`config.mk`:
```
export PLATFORM = sky130hd
export DESIGN_NAME = branch_predictor_bht
export DESIGN_NICKNAME = d
export VERILOG_FILES = /design/src/rtl/branch_predictor_bht_pkg.sv /design/src/rtl/branch_predictor_bht_sat_counter_table.sv /design/src/rtl/branch_predictor_bht.sv
export SDC_FILE = /design/constraint.sdc
export NUM_CORES = 2
export LEC_CHECK = 0
export ABC_AREA = 0
export CAP_MARGIN = 20
export CELL_PAD_IN_SITES_DETAIL_PLACEMENT = 0
export CELL_PAD_IN_SITES_GLOBAL_PLACEMENT = 2
export CORE_MARGIN = 8
export CORE_UTILIZATION = 54
export CTS_BUF_LIST = sky130_fd_sc_hd__clkbuf_16
export DETAILED_ROUTE_END_ITERATION = 8
export PLACE_DENSITY_LB_ADDON = 0.2
export SYNTH_ARGS = -nofsm -noshare
export SYNTH_HDL_FRONTEND = slang
export SYNTH_SLANG_ARGS = --single-unit
```
`constraint.sdc`:
```
create_clock -name clk -period 11.47 [get_ports clk]
set_input_delay 2.8675 -clock clk [delete_from_list [all_inputs] [get_ports clk]]
set_output_delay 2.8675 -clock clk [all_outputs]
set_load 0.02 [all_outputs]
```
`src/rtl/branch_predictor_bht_pkg.sv`:
```
// Shared helpers for the branch predictor.
// Holds the counter constants, the PC index/tag extraction and the saturating
// counter step. Widths are passed in as arguments so that every parameterisation
// of the predictor can share one package.
package branch_predictor_bht_pkg;

    // Weakly-not-taken: 2^(ctr_w-1)-1
    function automatic logic [31:0] ctr_weak_nt(input int unsigned ctr_w);
        return (32'd1 << (ctr_w - 1)) - 32'd1;
    endfunction

    // Weakly-taken: 2^(ctr_w-1); also the lowest value whose MSB is set
    function automatic logic [31:0] ctr_weak_t(input int unsigned ctr_w);
        return 32'd1 << (ctr_w - 1);
    endfunction

    function automatic logic [31:0] ctr_max(input int unsigned ctr_w);
        return (32'd1 << ctr_w) - 32'd1;
    endfunction

    // Table index: pc[idx_w+1:2]
    function automatic logic [31:0] pc_index(input logic [31:0] pc, input int unsigned idx_w);
        return (pc >> 2) & ((32'd1 << idx_w) - 32'd1);
    endfunction

    // BTB tag: pc[idx_w+tag_w+1 : idx_w+2]
    function automatic logic [31:0] pc_tag(input logic [31:0] pc, input int unsigned idx_w,
                                           input int unsigned tag_w);
        return (pc >> (idx_w + 2)) & ((32'd1 << tag_w) - 32'd1);
    endfunction

    // One saturating step up or down, clamped to [0, 2^ctr_w-1]
    function automatic logic [31:0] sat_step(input logic [31:0] v, input logic up,
                                             input int unsigned ctr_w);
        if (up)
            return (v == ctr_max(ctr_w)) ? v : v + 32'd1;
        else
            return (v == 32'd0) ? v : v - 32'd1;
    endfunction

endpackage

```
`src/rtl/branch_predictor_bht_sat_counter_table.sv`:
```
// Pattern history table: ENTRIES saturating counters of CTR_W bits in flops.
// Ports:
//   clk, reset     clock, synchronous active-high reset (all counters -> weakly-not-taken)
//   rd_idx/rd_ctr  combinational read port
//   upd_valid      apply an update at upd_idx this edge
//   upd_taken      step direction
//   upd_set_weak   load weakly-taken instead of stepping (taken branch that missed the BTB)
module sat_counter_table
    import branch_predictor_bht_pkg::*;
#(
    parameter int ENTRIES = 64,
    parameter int CTR_W   = 2,
    localparam int IDX_W  = $clog2(ENTRIES)
) (
    input  logic             clk,
    input  logic             reset,
    input  logic [IDX_W-1:0] rd_idx,
    output logic [CTR_W-1:0] rd_ctr,
    input  logic             upd_valid,
    input  logic [IDX_W-1:0] upd_idx,
    input  logic             upd_taken,
    input  logic             upd_set_weak
);

    logic [CTR_W-1:0] ctr [ENTRIES];
    logic [CTR_W-1:0] next_ctr;

    assign rd_ctr = ctr[rd_idx];

    always_comb begin
        next_ctr = ctr[upd_idx];
        if (upd_set_weak)
            next_ctr = CTR_W'(ctr_weak_t(CTR_W));
        else
            next_ctr = CTR_W'(sat_step(32'(ctr[upd_idx]), upd_taken, CTR_W));
    end

    always_ff @(posedge clk) begin
        if (reset) begin
            for (int i = 0; i < ENTRIES; i++)
                ctr[i] <= CTR_W'(ctr_weak_nt(CTR_W));
        end else if (upd_valid) begin
            ctr[upd_idx] <= next_ctr;
        end
    end

endmodule

```
`src/rtl/branch_predictor_bht.sv`:
```
// Branch predictor: bimodal or gshare direction table plus a tagged BTB.
// Lookup is combinational from the IF PC; updates come from ID resolution.
// Ports:
//   clk, reset                  clock, synchronous active-high reset
//   lookup_valid, lookup_pc     IF fetch
//   stall                       freezes speculative history
//   pred_hit/taken/target/hist  prediction for lookup_pc (pred_hist travels with the insn)
//   upd_valid, upd_pc, upd_taken, upd_target, upd_hist, upd_mispredict   ID resolution
module branch_predictor_bht
    import branch_predictor_bht_pkg::*;
#(
    parameter int ENTRIES = 64,
    parameter int CTR_W   = 2,
    parameter int TAG_W   = 8,
    parameter int GSHARE  = 0,
    parameter int HIST_W  = 4
) (
    input  logic              clk,
    input  logic              reset,
    input  logic              lookup_valid,
    input  logic [31:0]       lookup_pc,
    input  logic              stall,
    output logic              pred_hit,
    output logic              pred_taken,
    output logic [31:0]       pred_target,
    output logic [HIST_W-1:0] pred_hist,
    input  logic              upd_valid,
    input  logic [31:0]       upd_pc,
    input  logic              upd_taken,
    input  logic [31:0]       upd_target,
    input  logic [HIST_W-1:0] upd_hist,
    input  logic              upd_mispredict
);

    localparam int IDX_W = $clog2(ENTRIES);

    logic [ENTRIES-1:0] btb_valid;
    logic [TAG_W-1:0]   btb_tag    [ENTRIES];
    logic [31:0]        btb_target [ENTRIES];
    logic [HIST_W-1:0]  ghr;

    logic [IDX_W-1:0]   lk_bidx, lk_pidx, up_bidx, up_pidx;
    logic [TAG_W-1:0]   lk_tag, up_tag;
    logic [CTR_W-1:0]   lk_ctr;
    logic               up_hit;

    assign lk_bidx = IDX_W'(pc_index(lookup_pc, IDX_W));
    assign lk_tag  = TAG_W'(pc_tag(lookup_pc, IDX_W, TAG_W));
    assign up_bidx = IDX_W'(pc_index(upd_pc, IDX_W));
    assign up_tag  = TAG_W'(pc_tag(upd_pc, IDX_W, TAG_W));

    // Update indexes with the history the branch was predicted under, not the live ghr
    assign lk_pidx = (GSHARE != 0) ? (lk_bidx ^ IDX_W'(ghr))      : lk_bidx;
    assign up_pidx = (GSHARE != 0) ? (up_bidx ^ IDX_W'(upd_hist)) : up_bidx;

    assign up_hit  = btb_valid[up_bidx] && (btb_tag[up_bidx] == up_tag);

    sat_counter_table #(
        .ENTRIES (ENTRIES),
        .CTR_W   (CTR_W)
    ) u_pht (
        .clk          (clk),
        .reset        (reset),
        .rd_idx       (lk_pidx),
        .rd_ctr       (lk_ctr),
        .upd_valid    (upd_valid),
        .upd_idx      (up_pidx),
        .upd_taken    (upd_taken),
        .upd_set_weak (upd_taken && !up_hit)
    );

    assign pred_hit    = btb_valid[lk_bidx] && (btb_tag[lk_bidx] == lk_tag);
    // Counter >= 2^(CTR_W-1) is exactly "MSB set"
    assign pred_taken  = pred_hit && (lk_ctr >= CTR_W'(ctr_weak_t(CTR_W)));
    assign pred_target = pred_taken ? btb_target[lk_bidx] : lookup_pc + 32'd4;
    assign pred_hist   = ghr;

    always_ff @(posedge clk) begin
        if (reset)
            btb_valid <= '0;
        else if (upd_valid && upd_taken)
            btb_valid[up_bidx] <= 1'b1;
    end

    // Tag/target need no reset; they are qualified by btb_valid
    always_ff @(posedge clk) begin
        if (!reset && upd_valid && upd_taken) begin
            btb_tag[up_bidx]    <= up_tag;
            btb_target[up_bidx] <= upd_target;
        end
    end

    // Repair from ID beats speculative shift from IF; truncation drops the oldest bit
    always_ff @(posedge clk) begin
        if (reset)
            ghr <= '0;
        else if (upd_valid && upd_mispredict)
            ghr <= HIST_W'({upd_hist, upd_taken});
        else if (lookup_valid && !stall && pred_hit)
            ghr <= HIST_W'({ghr, pred_taken});
    end

endmodule
```
# After elaboration in Yosys (flattened, before gate mapping)
# Memory sizes are Yosys's and may differ from the RTL's.
# Index checks and enable logic that the tools add are counted.
# Widths: inputs -> output; s select.
# op_classes
n_lt_le_gt_ge	4
n_mux	23
n_bitwise	1
n_eq_ne	3
n_reduce_logical	17
add_sub_neg	3
# ops
cell	count
$or 64x64->64	1
$add 32x3->32 const B	1
$mux 32	1
$eq 8x8->1	2
$lt 6x7->1 const B	2
$bmux 1 s6	2
$logic_and 1x1->1	11
$mux 1	11
$mux 2	5
$mux 4	2
$demux 1 s6	1
$ge 6x1->1 const B	1
$mux 6	1
$logic_not 1->1	3
$add 2x1->2 const B	1
$eq 2x2->1 const B	1
$ge 2x2->1 const B	1
$logic_not 2->1	1
$reduce_bool 2->1	1
$reduce_or 2->1	1
$sub 2x1->2 const B	1
# word_totals
n_memories	3
ff_bits	68
word_cells	56
ram_bits	2688
output_inout_bits	38
inputBits	107
# memory_table
name	depth	word_bits	read_ports	rd_ports_with_merged_regs	write_ports	line	text
btb_target	64	32	1	0	1	branch_predictor_bht.sv:39	logic [31:0] btb_target [ENTRIES];
btb_tag	64	8	2	0	1	branch_predictor_bht.sv:38	logic [TAG_W-1:0] btb_tag [ENTRIES];
u_pht.ctr	64	2	2	0	64	branch_predictor_bht_sat_counter_table.sv:25	logic [CTR_W-1:0] ctr [ENTRIES];

# Longest topological paths before layout
# depth
word_depth	7
mapped_depth	17
ltp_nobuf	9

# Modules after synthesis
# A second synthesis with hierarchy kept.
# unflattened
hier_cells	5262
hier_area_um2	113968.1
# modules_own_cells
mod	seq_area_each_um2	area_each_um2	cells_each	n_inst
branch_predictor_bht	78235.0	106020.4	4596	1
sat_counter_table	3843.7	7947.6	666	1

# Least setup slack after synthesis
# OpenSTA, ideal clock, no wires.
# synth_path
path_kind	input to output
start	in lookup_pc[2]
end	out pred_target[0]
n_path_buf	7
setup_slack_ns	2.120
t_required_ns	8.602
stages	11
t_arrival_ns	6.483
cell_sequence	buf_4 buf_4 buf_4 buf_2 buf_4 clkbuf_1 buf_1 mux4_2 mux4_2 mux4_2 mux2_2
# synth_via
elab_chain_len	5
elab_cells_between_ends	10
classes_between	order compare: 1; eq/ne: 1; mux: 3; reduce/logical: 2; memory: 3
# synth_lines
element	line	text
start: declaration	branch_predictor_bht.sv:21	input logic [31:0] lookup_pc,
$mem_v2 64x8 / $bmux 1 s6 (equally long branches)	-	
$eq 8x8->1 / $mux 1 (equally long branches)	branch_predictor_bht.sv:72	assign pred_hit = btb_valid[lk_bidx] && (btb_tag[lk_bidx] == lk_tag);
$logic_and 1x1->1	branch_predictor_bht.sv:72	
$logic_and 1x1->1	branch_predictor_bht.sv:74	assign pred_taken = pred_hit && (lk_ctr >= CTR_W'(ctr_weak_t(CTR_W)));
$mux 32 (*)	branch_predictor_bht.sv:75	assign pred_target = pred_taken ? btb_target[lk_bidx] : lookup_pc + 32'd4;
end: declaration	branch_predictor_bht.sv:25	output logic [31:0] pred_target,
# Every way passes the cells marked *; elsewhere a longest branch is shown, timed or not. The select of a mux whose other input is x is not followed.

# Worst setup path after layout
# layout_path
start	in lookup_pc[2]
end	out pred_target[9]
# The elaborated chain is that of the path after synthesis.

==> impl_metrics.toml <==
[synthesis]
synth_warnings = 0
syn_nets = 5472
ys.flop_type = "edfxtp_1"
ys_types = 76
avgSynthCellArea_um2 = 21.1
netlist_area_um2 = 113000
synth_cells = 5364
netlist.top_cell.by_area = "edfxtp_1"
netlist.area_leader.share_pct = 71.4
synth_area_leaders = "edfxtp_1, mux4_2, mux2i_1, dfxtp_1, clkbuf_1"
async_flop_share_pct = 0
synth_edf_count = 2688
yosysSeqAreaShare_pct = 72.6
ys_ff_latch = 2756

[sta]
drv_slew = 0
slew_headroom_pct = 18.3
setup_viol = 0
hold_viol = 0
post-route-period-util_pct = 92.3
fin_skew_ns = 0.0536
fin_crit_ns = 10.58
fin_tns_setup_ns = 0
fmax_mhz = 94.5
rsz0062_at_grt = "false"
worst_pin_slew_ns = 1.23

[layout]
final_area_um2 = 128000
final_common_cell = "edfxtp_1"
mostFrequentLayoutCells = "edfxtp_1, mux4_2, clkbuf_16"
syn_to_final_growth_pct = 12.8
fin_util_pct = 61.0
final_nets = 5761
fin_cells = 8688
drive_gt1_share_pct = 30.1

[routing]
antenna_left = 0
via_per_inst = 7.06
drt_iter0_drc = 9628
vias = 61300
drc = 0
first_pass_iters = 8
wl_per_cell_um = 40.6
drt_wl_total_um = 353000

[cts]
max-clock-path-buffers = 4
cts_buffers = 298
h-tree-depth = 5
root_buffer = "clkbuf_16"
post_cts_resized = 0
path_clk_slew_ns = 0.06
cts_tree = "done"
clock-sinks = 2756
post_cts_buffers = 0
worst_skew_pair.late_latency_ns = 0.94
hold_buffers = 0

[worst_hold_path]
hp-start = "btb_valid[26]"
worstHoldPathCells = 1
hold_class = "reg -> reg"
min_to = "btb_valid[26]"

[critical_path]
worstRegToRegCells = 11
end_kind = "primary output"
critPathMaxFanout = 70
crit_required_ns = 8.60
regToRegSetupSlack_ns = 6.96
worst_r2r_endpoint = "u_pht.ctr[41][0]"
start_kind = "input pin"
crit_arrival_ns = 7.71
rr_startpoint = "btb_tag[54][3]"
path_class = "in -> out"

[place]
gp_congestion = 0.895
place_inst = 8153
port_buffers = 125
hpwl_um = 197000
dpl_cell_area_um2 = 119000

[global_route]
grt_pass1_wl_um = 485000
grt_max_degree = 135
grt_overflow_total = 0
antenna_found_initial = 32
gr-usage-all-layers_pct = 31.2
grt_pass1_vias = 60400

[power_and_ir_drop]
p_per_area_nw_per_um2 = 167
leakage_uw = 0.0409
finalPower_uw = 21300
peakVddDrop_mv = 0.159

[floorplan]
ioPinCount = 145
coreArea_um2 = 209000
start_util_pct = 54.1
rows = 168
die_h_um = 474
dieArea_um2 = 224000
chipWidth_um = 474

[job]
max_cap_viol_count = 0

[status]
status = "complete, no violations"
## worst max path at each step
stage / cells after the start / slack (ns) / end / from
floorplan: 11 / 2.12 / pred_target[0] / lookup_pc[2]
global placement: 8 / 0.90 / pred_target[24] / lookup_pc[2]
detailed placement: 8 / 0.93 / pred_target[24] / lookup_pc[2]
CTS: 8 / 0.91 / pred_target[24] / lookup_pc[2]
global route: 8 / 0.73 / pred_target[24] / lookup_pc[2]
finish: 12 / 0.89 / pred_target[9] / lookup_pc[2]
## worst max-delay path, stage by stage
cell and delay, ns:
buf_8 0.53, nor2b_1 0.27, a22oi_1 0.29, nand2_1 0.18, or3b_1 0.52, o2111a_1 0.27, or4_4 0.60, nor4_4 0.55
nand3_4 0.14, buf_12 0.19, mux2_4 0.42, clkdlybuf4s50_1 0.55
## per-layer routing
layer  track usage (%)  wire, um  vias up  part of all wire (%)
li1                  -         -    23600                     -
met2              48.3    165000     3914                    47
met4              14.4     19400       10                   5.5
met5             0.213        86        -                 0.024
met3              6.47     37100      873                    11
met1              43.2    131000    32900                    37
## state kept, by name, indices dropped and copies added (netlist names)
| register | cells |
|---|---|
| btb_valid | 64 |
| btb_tag | 512 |
| u_pht.ctr | 128 |
| btb_target | 2048 |
| pred_hist | 4 |
## cells by family (layout without fill, tap and decap cells)
group                      Yosys count  after routing  share of synthesized area (%)
AOI/OAI and AO/OA                  460            460                           2.95
xor gates and xnor gates            30             30                          0.232
adders and majority gates            1              1                         0.0111
buffers and inverters              401            899                           1.54
DFF                               2756           2756                           72.6
muxes                             1112           1112                           19.9
other                                0             21                              0
and+or+nand+nor                    604            604                           2.80
## power breakdown
group          switching [uW]  internal (uW)
Combinational             793            494
Sequential               15.6          11100
Clock                    3820           5070
## metrics by stage
stage	hold slack, ns	setup WS (ns)
floorplan	0.438	2.12
global placement	0.449	0.905
detailed placement	0.462	0.930
CTS	0.476	0.913
global route	0.493	0.728
finish	0.474	0.888
## synthesized netlist by cell type (6+ instances only)
library cell	count
edfxtp_1	2688
mux4_2	889
clkbuf_1	171
nand2_1	144
mux2i_1	141
buf_2	99
buf_1	89
nor2_1	84
nor3_1	74
nand3_1	73
dfxtp_1	68
a21o_1	66
a221oi_1	65
o21ai_0	55
mux2_2	53
a21oi_1	50
o22ai_1	47
nand4_1	45
a22oi_1	43
nor4_1	41
mux2_4	29
nand2b_1	24
xnor2_1	21
nand3b_1	19
and3_1	18
buf_4	17
o221ai_1	16
a211oi_1	15
a31oi_1	15
nor2b_1	15
nor3b_1	14
inv_1	13
or3b_2	12
a22o_1	10
a221o_1	9
o22a_1	9
xor2_1	9
and2_1	8
o2bb2ai_1	8
a32oi_1	7
o31a_1	7
buf_6	6
## area by class of cell
| cell class | count | area [um^2] |
|---|---|---|
| Sequential cell | 2756 | 82100 |
| Antenna cell | 21 | 52.6 |
| Fill cell | 14700 | 81400 |
| Clock buffer | 306 | 7660 |
| Multi-Input combinational cell | 2207 | 29700 |
| Timing Repair Buffer | 371 | 3200 |
| Inverter | 19 | 85.1 |
| Tap cell | 2805 | 3510 |
| Clock inverter | 203 | 1210 |
Note: power is estimated with default switching activity, not from simulation.
